$ cat src/rtl/bpu_pkg.sv
// Shared branch-predictor definitions: FSM states, update record and the
// weakly-taken counter encoding used when the PHT is initialised.
package bpu_pkg;

    typedef enum logic {
        ST_INIT = 1'b0,
        ST_RUN  = 1'b1
    } pht_state_e;

    typedef struct packed {
        logic [31:0] pc;
        logic        taken;
    } upd_info_t;

    // Weakly taken: MSB set, all other counter bits clear.
    function automatic logic [31:0] weakly_taken(input int unsigned ctr_width);
        return 32'd1 << (ctr_width - 32'd1);
    endfunction

endpackage

$ cat src/rtl/bpu_update_fifo.sv
// Update queue: two writes and one read per cycle, with an occupancy count.
// Write port 0 always lands ahead of write port 1 when both fire together.
module bpu_update_fifo #(
    parameter int WIDTH = 11,
    parameter int DEPTH = 4
) (
    input  logic                     clk,
    input  logic                     rst,
    input  logic                     wr0_en,
    input  logic [WIDTH-1:0]         wr0_data,
    input  logic                     wr1_en,
    input  logic [WIDTH-1:0]         wr1_data,
    input  logic                     rd_en,
    output logic [WIDTH-1:0]         rd_data,
    output logic [$clog2(DEPTH):0]   count
);
    localparam int PW = $clog2(DEPTH);
    localparam int CW = PW + 1;

    logic [WIDTH-1:0] mem [DEPTH];
    logic [PW-1:0]    wptr;
    logic [PW-1:0]    rptr;
    logic [PW-1:0]    wr1_slot;

    assign wr1_slot = wr0_en ? (wptr + PW'(1)) : wptr;
    assign rd_data  = mem[rptr];

    // Pointers and occupancy; pointers wrap naturally at a power-of-two depth.
    always_ff @(posedge clk or posedge rst) begin
        if (rst) begin
            wptr  <= '0;
            rptr  <= '0;
            count <= '0;
        end else begin
            wptr  <= wptr + PW'(wr0_en) + PW'(wr1_en);
            rptr  <= rptr + PW'(rd_en);
            count <= count + CW'(wr0_en) + CW'(wr1_en) - CW'(rd_en);
        end
    end

    // Entry storage.
    always_ff @(posedge clk) begin
        if (wr0_en) begin
            mem[wptr] <= wr0_data;
        end
        if (wr1_en) begin
            mem[wr1_slot] <= wr1_data;
        end
    end

endmodule

$ cat src/rtl/pht_update_ctrl.sv
// PHT update controller: sweeps the table to weakly-taken after reset, then
// queues commit updates and applies saturating counter writes, one per cycle.
module pht_update_ctrl
    import bpu_pkg::*;
#(
    parameter int TABLE_DEPTH_EXP2 = 10,
    parameter int CTR_WIDTH        = 2,
    parameter int PC_WIDTH         = 32,
    parameter int FIFO_DEPTH       = 4
) (
    input  logic                        clk,
    input  logic                        rst,
    input  logic                        upd0_valid,
    input  logic [PC_WIDTH:0]           upd0_info,
    output logic                        upd0_ready,
    input  logic                        upd1_valid,
    input  logic [PC_WIDTH:0]           upd1_info,
    output logic                        upd1_ready,
    output logic [TABLE_DEPTH_EXP2-1:0] pht_raddr,
    input  logic [CTR_WIDTH-1:0]        pht_rdata,
    output logic                        pht_we,
    output logic [TABLE_DEPTH_EXP2-1:0] pht_waddr,
    output logic [CTR_WIDTH-1:0]        pht_wdata,
    output logic                        init_busy
);
    localparam int IW = TABLE_DEPTH_EXP2;
    localparam int EW = IW + 1;
    localparam int CW = $clog2(FIFO_DEPTH) + 1;
    localparam logic [CTR_WIDTH-1:0] CTR_WT   = CTR_WIDTH'(weakly_taken(CTR_WIDTH));
    localparam logic [CTR_WIDTH-1:0] CTR_MAX  = {CTR_WIDTH{1'b1}};
    localparam logic [IW-1:0]        LAST_IDX = {IW{1'b1}};

    pht_state_e           state;
    logic [IW-1:0]        sweep_idx;
    logic [CW-1:0]        occupancy;
    logic [CW-1:0]        free_slots;
    logic [EW-1:0]        head;
    logic                 upd0_fire;
    logic                 upd1_fire;
    logic                 pop;
    logic [CTR_WIDTH-1:0] cur_ctr;
    logic                 unused_info_bits;

    function automatic logic [CTR_WIDTH-1:0] sat_update(input logic [CTR_WIDTH-1:0] ctr,
                                                         input logic taken);
        if (taken) begin
            return (ctr == CTR_MAX) ? ctr : ctr + CTR_WIDTH'(1);
        end else begin
            return (ctr == {CTR_WIDTH{1'b0}}) ? ctr : ctr - CTR_WIDTH'(1);
        end
    endfunction

    // Readies look only at registered occupancy, so a pop this cycle never frees a slot early.
    always_comb begin
        free_slots = CW'(FIFO_DEPTH) - occupancy;
        upd0_ready = 1'b0;
        upd1_ready = 1'b0;
        if (!init_busy) begin
            upd0_ready = (free_slots >= CW'(1));
            upd1_ready = (free_slots >= CW'(2)) || ((free_slots == CW'(1)) && !upd0_valid);
        end else begin
            upd0_ready = 1'b0;
            upd1_ready = 1'b0;
        end
    end

    assign upd0_fire = upd0_valid && upd0_ready;
    assign upd1_fire = upd1_valid && upd1_ready;
    assign pop       = (state == ST_RUN) && (occupancy != CW'(0));
    assign pht_raddr = head[EW-1:1];
    // The stage-2 write lands on the same edge we read, so bypass the stale table value.
    assign cur_ctr   = (pht_we && (pht_waddr == pht_raddr)) ? pht_wdata : pht_rdata;

    assign unused_info_bits = ^{upd0_info[PC_WIDTH:IW+3], upd0_info[2:1],
                                upd1_info[PC_WIDTH:IW+3], upd1_info[2:1]};

    bpu_update_fifo #(
        .WIDTH (EW),
        .DEPTH (FIFO_DEPTH)
    ) u_fifo (
        .clk      (clk),
        .rst      (rst),
        .wr0_en   (upd0_fire),
        .wr0_data ({upd0_info[IW+2:3], upd0_info[0]}),
        .wr1_en   (upd1_fire),
        .wr1_data ({upd1_info[IW+2:3], upd1_info[0]}),
        .rd_en    (pop),
        .rd_data  (head),
        .count    (occupancy)
    );

    // Sweep/run FSM; the write port registers double as the stage-2 pipeline.
    always_ff @(posedge clk or posedge rst) begin
        if (rst) begin
            state     <= ST_INIT;
            sweep_idx <= '0;
            init_busy <= 1'b1;
            pht_we    <= 1'b0;
            pht_waddr <= '0;
            pht_wdata <= '0;
        end else begin
            init_busy <= (state == ST_INIT);
            case (state)
                ST_INIT: begin
                    pht_we    <= 1'b1;
                    pht_waddr <= sweep_idx;
                    pht_wdata <= CTR_WT;
                    sweep_idx <= sweep_idx + IW'(1);
                    if (sweep_idx == LAST_IDX) begin
                        state <= ST_RUN;
                    end
                end
                ST_RUN: begin
                    pht_we <= pop;
                    if (pop) begin
                        pht_waddr <= pht_raddr;
                        pht_wdata <= sat_update(cur_ctr, head[0]);
                    end
                end
                default: begin
                    state  <= ST_INIT;
                    pht_we <= 1'b0;
                end
            endcase
        end
    end

endmodule

$ cat config.mk
export PLATFORM = sky130hd
export DESIGN_NAME = pht_update_ctrl
export DESIGN_NICKNAME = d
export VERILOG_FILES = /design/src/rtl/bpu_pkg.sv /design/src/rtl/bpu_update_fifo.sv /design/src/rtl/pht_update_ctrl.sv
export SDC_FILE = /design/constraint.sdc
export NUM_CORES = 1
export LEC_CHECK = 0
export BUFFER_PORTS_ARGS = -buffer_cell sky130_fd_sc_hd__clkbuf_2
export CAP_MARGIN = 15
export CORE_AREA = 2 2 102 104
export DETAILED_ROUTE_END_ITERATION = 7
export DIE_AREA = 0 0 104 106
export PLACE_DENSITY = 0.72
export SETUP_SLACK_MARGIN = 0.15
export SLEW_MARGIN = 20
export SYNTH_ARGS = -nofsm -noshare
export SYNTH_HDL_FRONTEND = slang
export SYNTH_SLANG_ARGS = --single-unit
$ cat constraint.sdc
create_clock -name clk -period 8.4 [get_ports clk]
set_input_delay 0 -clock clk [delete_from_list [all_inputs] [get_ports clk]]
set_output_delay 0 -clock clk [all_outputs]
set_load 0.01 [all_outputs]
* Word level (Yosys, flattened, before mapping)
Memory sizes are Yosys's and may differ from the RTL's.
Cells that the tools add are included.
** Storage, ports and cells
- Word-level logic and storage cells :: 56
- Bits of input ports :: 72
- Bits in registers :: 32
- Memories kept :: 1
- Output and inout bits :: 26
- RAM bits :: 44
** Operators by class
- Eq/ne operators :: 5
- Order comparisons :: 2
- Add/sub/neg operators :: 11
- Reductions and logical operators :: 9
- Mux-type cells :: 18
- Bitwise logic cells :: 1
** Memory list
- u_fifo.mem :: depth 4, width 11, read ports 1, clocked after Yosys merged registers in 0, write ports 2, RTL line bpu_update_fifo.sv:20 : logic [WIDTH-1:0] mem [DEPTH];
** Operators with widths (count)
- 10-bit one-hot mux with 2 select lines :: 1
- 2-bit 2-to-1 mux :: 6
- 10-bit by 1-bit adder with 10-bit output, second input constant :: 1
- 10-bit == test :: 1
- 10-bit == test, second input constant :: 1
- 10-bit 2-to-1 mux :: 1
- 1-bit 2-to-1 mux :: 8
- 2-bit by 1-bit adder with 2-bit output :: 3
- 3-bit by 1-bit adder with 3-bit output :: 2
- 1-bit logical AND :: 5
- 2-bit by 1-bit adder with 2-bit output, second input constant :: 2
- 2-bit one-hot mux with 2 select lines :: 1
- 3-bit by 1-bit == test with 1-bit output, second input constant :: 1
- 3-bit by 1-bit greater-or-equal comparator with 1-bit output, second input constant :: 1
- 3-bit by 2-bit greater-or-equal comparator with 1-bit output, second input constant :: 1
- 3-bit nonzero test :: 1
- 3-bit by 1-bit subtractor with 3-bit output :: 1
- 3-bit subtractor, first input constant :: 1
- 2-bit == test, second input constant :: 1
- 2-bit zero test :: 1
- 2-bit by 1-bit inequality test with 1-bit output, second input constant :: 1
- 1-bit one-hot mux with 2 select lines :: 1
- 2-bit by 1-bit subtractor with 2-bit output, second input constant :: 1
- 1-bit zero test :: 1
- 2 further kinds :: 2

* Longest topological paths before layout
An unclocked memory read counts as a cell.
- Depth in word-level cells :: 9
- Depth in mapped cells :: 12
- Gate-level depth less buffers :: 12

* By module
A second synthesis with hierarchy kept.
** Second synthesis, totals
- Cell total of the unflattened synthesis :: 286
- Area, all modules :: 4040.1 sq um
** By module, submodules not included
- bpu_update_fifo :: area each 2668.8 sq um, times used 1, seq. area each 1496.4 sq um, cells each 150
- pht_update_ctrl :: area each 1371.3 sq um, times used 1, seq. area each 626.9 sq um, cells each 136

* Least setup slack after synthesis
No wires, ideal clock.
- Path kind :: register to register
- Start point :: reg u_fifo.count[1]
- End point :: mem u_fifo.mem[0][0] (enable)
- Arrival time :: 2.613 ns
- Path slack :: 5.446 ns
- Stages on the path, launching flop included :: 13
- Period minus slack after synthesis :: 2.954 ns
- Library setup time :: 0.341 ns
- Buffers on the path :: 1
- Required time :: 8.059 ns
- Cell sequence :: dfrtp_1 > inv_1 > ha_1 > ha_1 > nor4b_1 > nor2_1 > nand2_1 > inv_2 > nor3b_1 > a21oi_1 > nor2_1 > buf_1 > a21o_1
** RTL lines
- start, declared :: RTL line bpu_update_fifo.sv:15 : output logic [$clog2(DEPTH):0] count
- start signal, assigned :: RTL line bpu_update_fifo.sv:37 : count <= count + CW'(wr0_en) + CW'(wr1_en) - CW'(rd_en);
- end, declared :: RTL line bpu_update_fifo.sv:20

==> results.toml <==
[outcome]
status = "complete, no violations"

[logic_synthesis]
synth.yosys.seq_area_share_pct = 54.50
synth_top_family_by_area = "multiplexers"
synth_enable_flop_cells = 44
simple_gate_share_of_the_synthesized_area_pct = 6.358
synthesis.instances = 280
syn_area_per_cell_sq_um = 13.92
synthesis.area_sq_um = 3896
synth-compound-area-share_pct = 4.367
total_number_of_yosys_warnings = 0
synthesis.nets = 366
synthFlopType = "edfxtp_1"
post_synth_fa_ha_maj_area_fraction_pct = 5.074
mux_share_of_post_synthesis_cell_area_pct = 22.13
yosysUniqueCellTypes = 38
yosys.area_share.xor_xnor_pct = 5.170
synth_seq_cells = 76
synth-async-reset-ratio_pct = 42.11

[sta]
setup-violations-final = 0
worst-slew-pin-transition_ns = 0.8365
maxClockFrequency_mhz = 294.8
final-max-slew-violation-count = 0
fin_worst_hold_slack_ns = 0.02253
slew_headroom_pct = 44.24
final_min_period_over_clock_period_pct = 40.39
grt_setup_unrepaired = "no"
finalHoldViolations = 0
finalClockSkew_ns = 0.009386
total_neg_setup_slack_ns = 0
finalCriticalPeriod_ns = 3.393

[cells_and_area]
drive_above_1_share_pct = 29.41
layout_common_cells = "53 x clkbuf_2, 44 x edfxtp_1, 32 x dlygate4sd3_1, 31 x dfrtp_1, 24 x mux2_2"
layout.core_utilization_pct = 48.49
syn2layout_area_growth_pct = 24.44
sequential_cell_area_sq_um = 2123
n_antenna_cell = 0
fin_nets = 455
multi_input_comb_area_sq_um = 1679
mostFrequentLayoutCell = "clkbuf_2"
num-fill-cells = 918
finalNonFillerCells = 510

[job]
max_cap_viol_count = 0

[power_and_ir_drop]
power.density_nw_per_um2 = 161.2
totalPowerFinal_w = 0.0007815
leakagePower_nw = 1.970
ir_worst_vdd_mv = 0.06362

[critical_path]
timing.critical_path.required_ns = 8.50
cp_num_buf_inv = 4
path_cells = "inv_1 > ha_1 > ha_1 > nor4b_1 > nor2_1 > nand2_1 > inv_2 > nor3b_1 > a21oi_1 > nor2_1 > buf_4 > mux2_1 > dlygate4sd3_1"
slowest_delay_ns = 0.56
timing.critical_path.from_type = "register"
critPathKind = "register to register"
path_max_fanout = 12
critical_path.top_delay_family = "buffers and inverters"
worst_ep_arrival_time_ns = 3.49
cp-end-kind = "register"
crit_path_top_delay_cell = "dlygate4sd3_1"

[global_routing]
antenna_found_initial = 0
track_usage_pct = 15.36
grt_pass1_vias = 2576
wire_length_of_the_first_global_routing_pass_mm = 13.13
gr-total-overflow = 0
grt_max_degree = 33

[floorplan]
floorplan.core_area_sq_um = 10000
die_width_microns = 104
die-area_sq_um = 11020
initial_utilization_pct = 38.96
ioPinCount = 98
fp.dieH_microns = 106
rows = 37

[route]
drc = 0
route.detailed.wl_per_inst_microns = 15.70
detail_route.iter0.violations = 90
vias_per_cell = 4.933
wl_mm = 8.005
drt_pre_antenna_iters = 4
ant_nets = 0
routed-via-count = 2516

[cts]
cts_max_path_buffers = 2
cts_root_buf = "clkbuf_8"
post_cts_resized = 0
cts_inserted_buffers = 9
cts_tree = "done"
worstSkewPairLatency_ns = 0.34
post-cts-setup-buffer-count = 0
clk_transition_reported_paths_ns = 0.08
h-tree-depth = 3
clock-sinks = 76

[hold_path]
hp-class = "input port to register"

[placed_design]
dp_hpwl_mm = 5.477
place.detailed.instances = 462
port_buffers = 53
placer_congestion_estimate = 0.7941
-- synthesized netlist by cell type (2+ instances only) --
cell type	n	area, sq um
mux2_1	21	236.5
mux4_1	2	52.55
a21oi_1	13	65.06
a21o_1	3	22.52
nand3_1	5	25.02
nor2_1	16	60.06
fa_1	3	60.06
xor2_1	5	43.79
dfrtp_1	31	775.7
nor3_1	3	15.01
mux2i_1	10	100.1
inv_2	2	7.510
and3_1	4	25.02
o21ai_0	2	10.01
buf_1	2	7.510
clkbuf_1	8	30.03
nand4_1	5	31.28
inv_1	10	37.54
mux4_2	9	202.7
ha_1	11	137.6
mux2_2	24	270.3
edfxtp_1	44	1321
nor3b_1	2	15.01
o31a_1	2	17.52
xnor2_1	18	157.7
nand2_1	13	48.80
-- state kept, by name (all words and copies together), names as in the netlist --
register / count
u_fifo.mem: 44
pht_waddr: 10
sweep_idx: 10
u_fifo.count: 3
pht_wdata: 2
u_fifo.rptr: 2
u_fifo.wptr: 2
init_busy: 1
pht_we: 1
state: 1
-- cell families after synthesis --
group / count (synthesis)
buffers and inverters: 23
AO/OA/AOI/OAI: 26
multiplexers: 66
XOR/XNOR: 23
flip-flops: 76
AND/OR/NAND/NOR: 52
adder cells (fa/ha/maj): 14
-- cell type report --
cell class | count | area share [%]
clock buffers | 9 | 2.555
flip-flops and latches | 76 | 43.79
multi-input cells | 181 | 34.63
clock inverters | 7 | 1.884
repair buffers | 89 | 12.70
inverters | 12 | 0.9290
well taps | 136 | 3.510
-- stage by stage --
stage,setup slack (ns),cell area (sq um)
2_1_floorplan,5.446,3896
3_3_place_gp,5.272,4313
3_5_place_dp,5.221,4313
4_1_cts,4.974,4848
5_1_grt,4.783,4848
6_report,5.007,4848
-- metal layers --
| layer | vias to the layer above | global-route usage [%] | part of all wire, % |
|---|---|---|---|
| met5 | - | 0 | 0 |
| met4 | 0 | 6.081 | 0.95 |
| met3 | 7 | 3.066 | 3.4 |
| met2 | 49 | 26.41 | 52 |
| met1 | 1241 | 19.10 | 44 |
| li1 | 1219 | - | - |
-- where the power goes --
group          switching, W  leakage, nW  total (W)  internal, W
combinational     0.0000334         1.07  0.0000737    0.0000403
clock              0.000135        0.109   0.000301     0.000166
sequential       0.00000679        0.793   0.000407     0.000400
total              0.000175         1.97   0.000781     0.000607
-- final timing paths --
kind | startpoint | to | slack (ns) | depth (start not counted)
worst max-delay path | u_fifo.count[1]$_DFF_PP0_ | u_fifo.mem[0][2]$_DFFE_PP_ | 5.01 | 13
worst min-delay path | upd1_info[11] | u_fifo.mem[0][9]$_DFFE_PP_ | 0.02 | 2
worst max register to register | u_fifo.count[1]$_DFF_PP0_ | u_fifo.mem[0][2]$_DFFE_PP_ | 5.01 | 13
worst min register to register | sweep_idx[9]$_DFFE_PP0N_ | sweep_idx[9]$_DFFE_PP0N_ | 0.49 | 1
max in group asynchronous | rst | init_busy$_DFF_PP1_ | 7.81 | 4
min in group asynchronous | rst | pht_wdata[1]$_DFFE_PP0P_ | 0.27 | 4
-- repair_timing --
action                                  CTS  global route
endpoints found under the setup margin    0             0
hold buffers                             32             0
hold endpoints to repair                 66             0
Note: power is estimated with default switching activity, not from simulation.
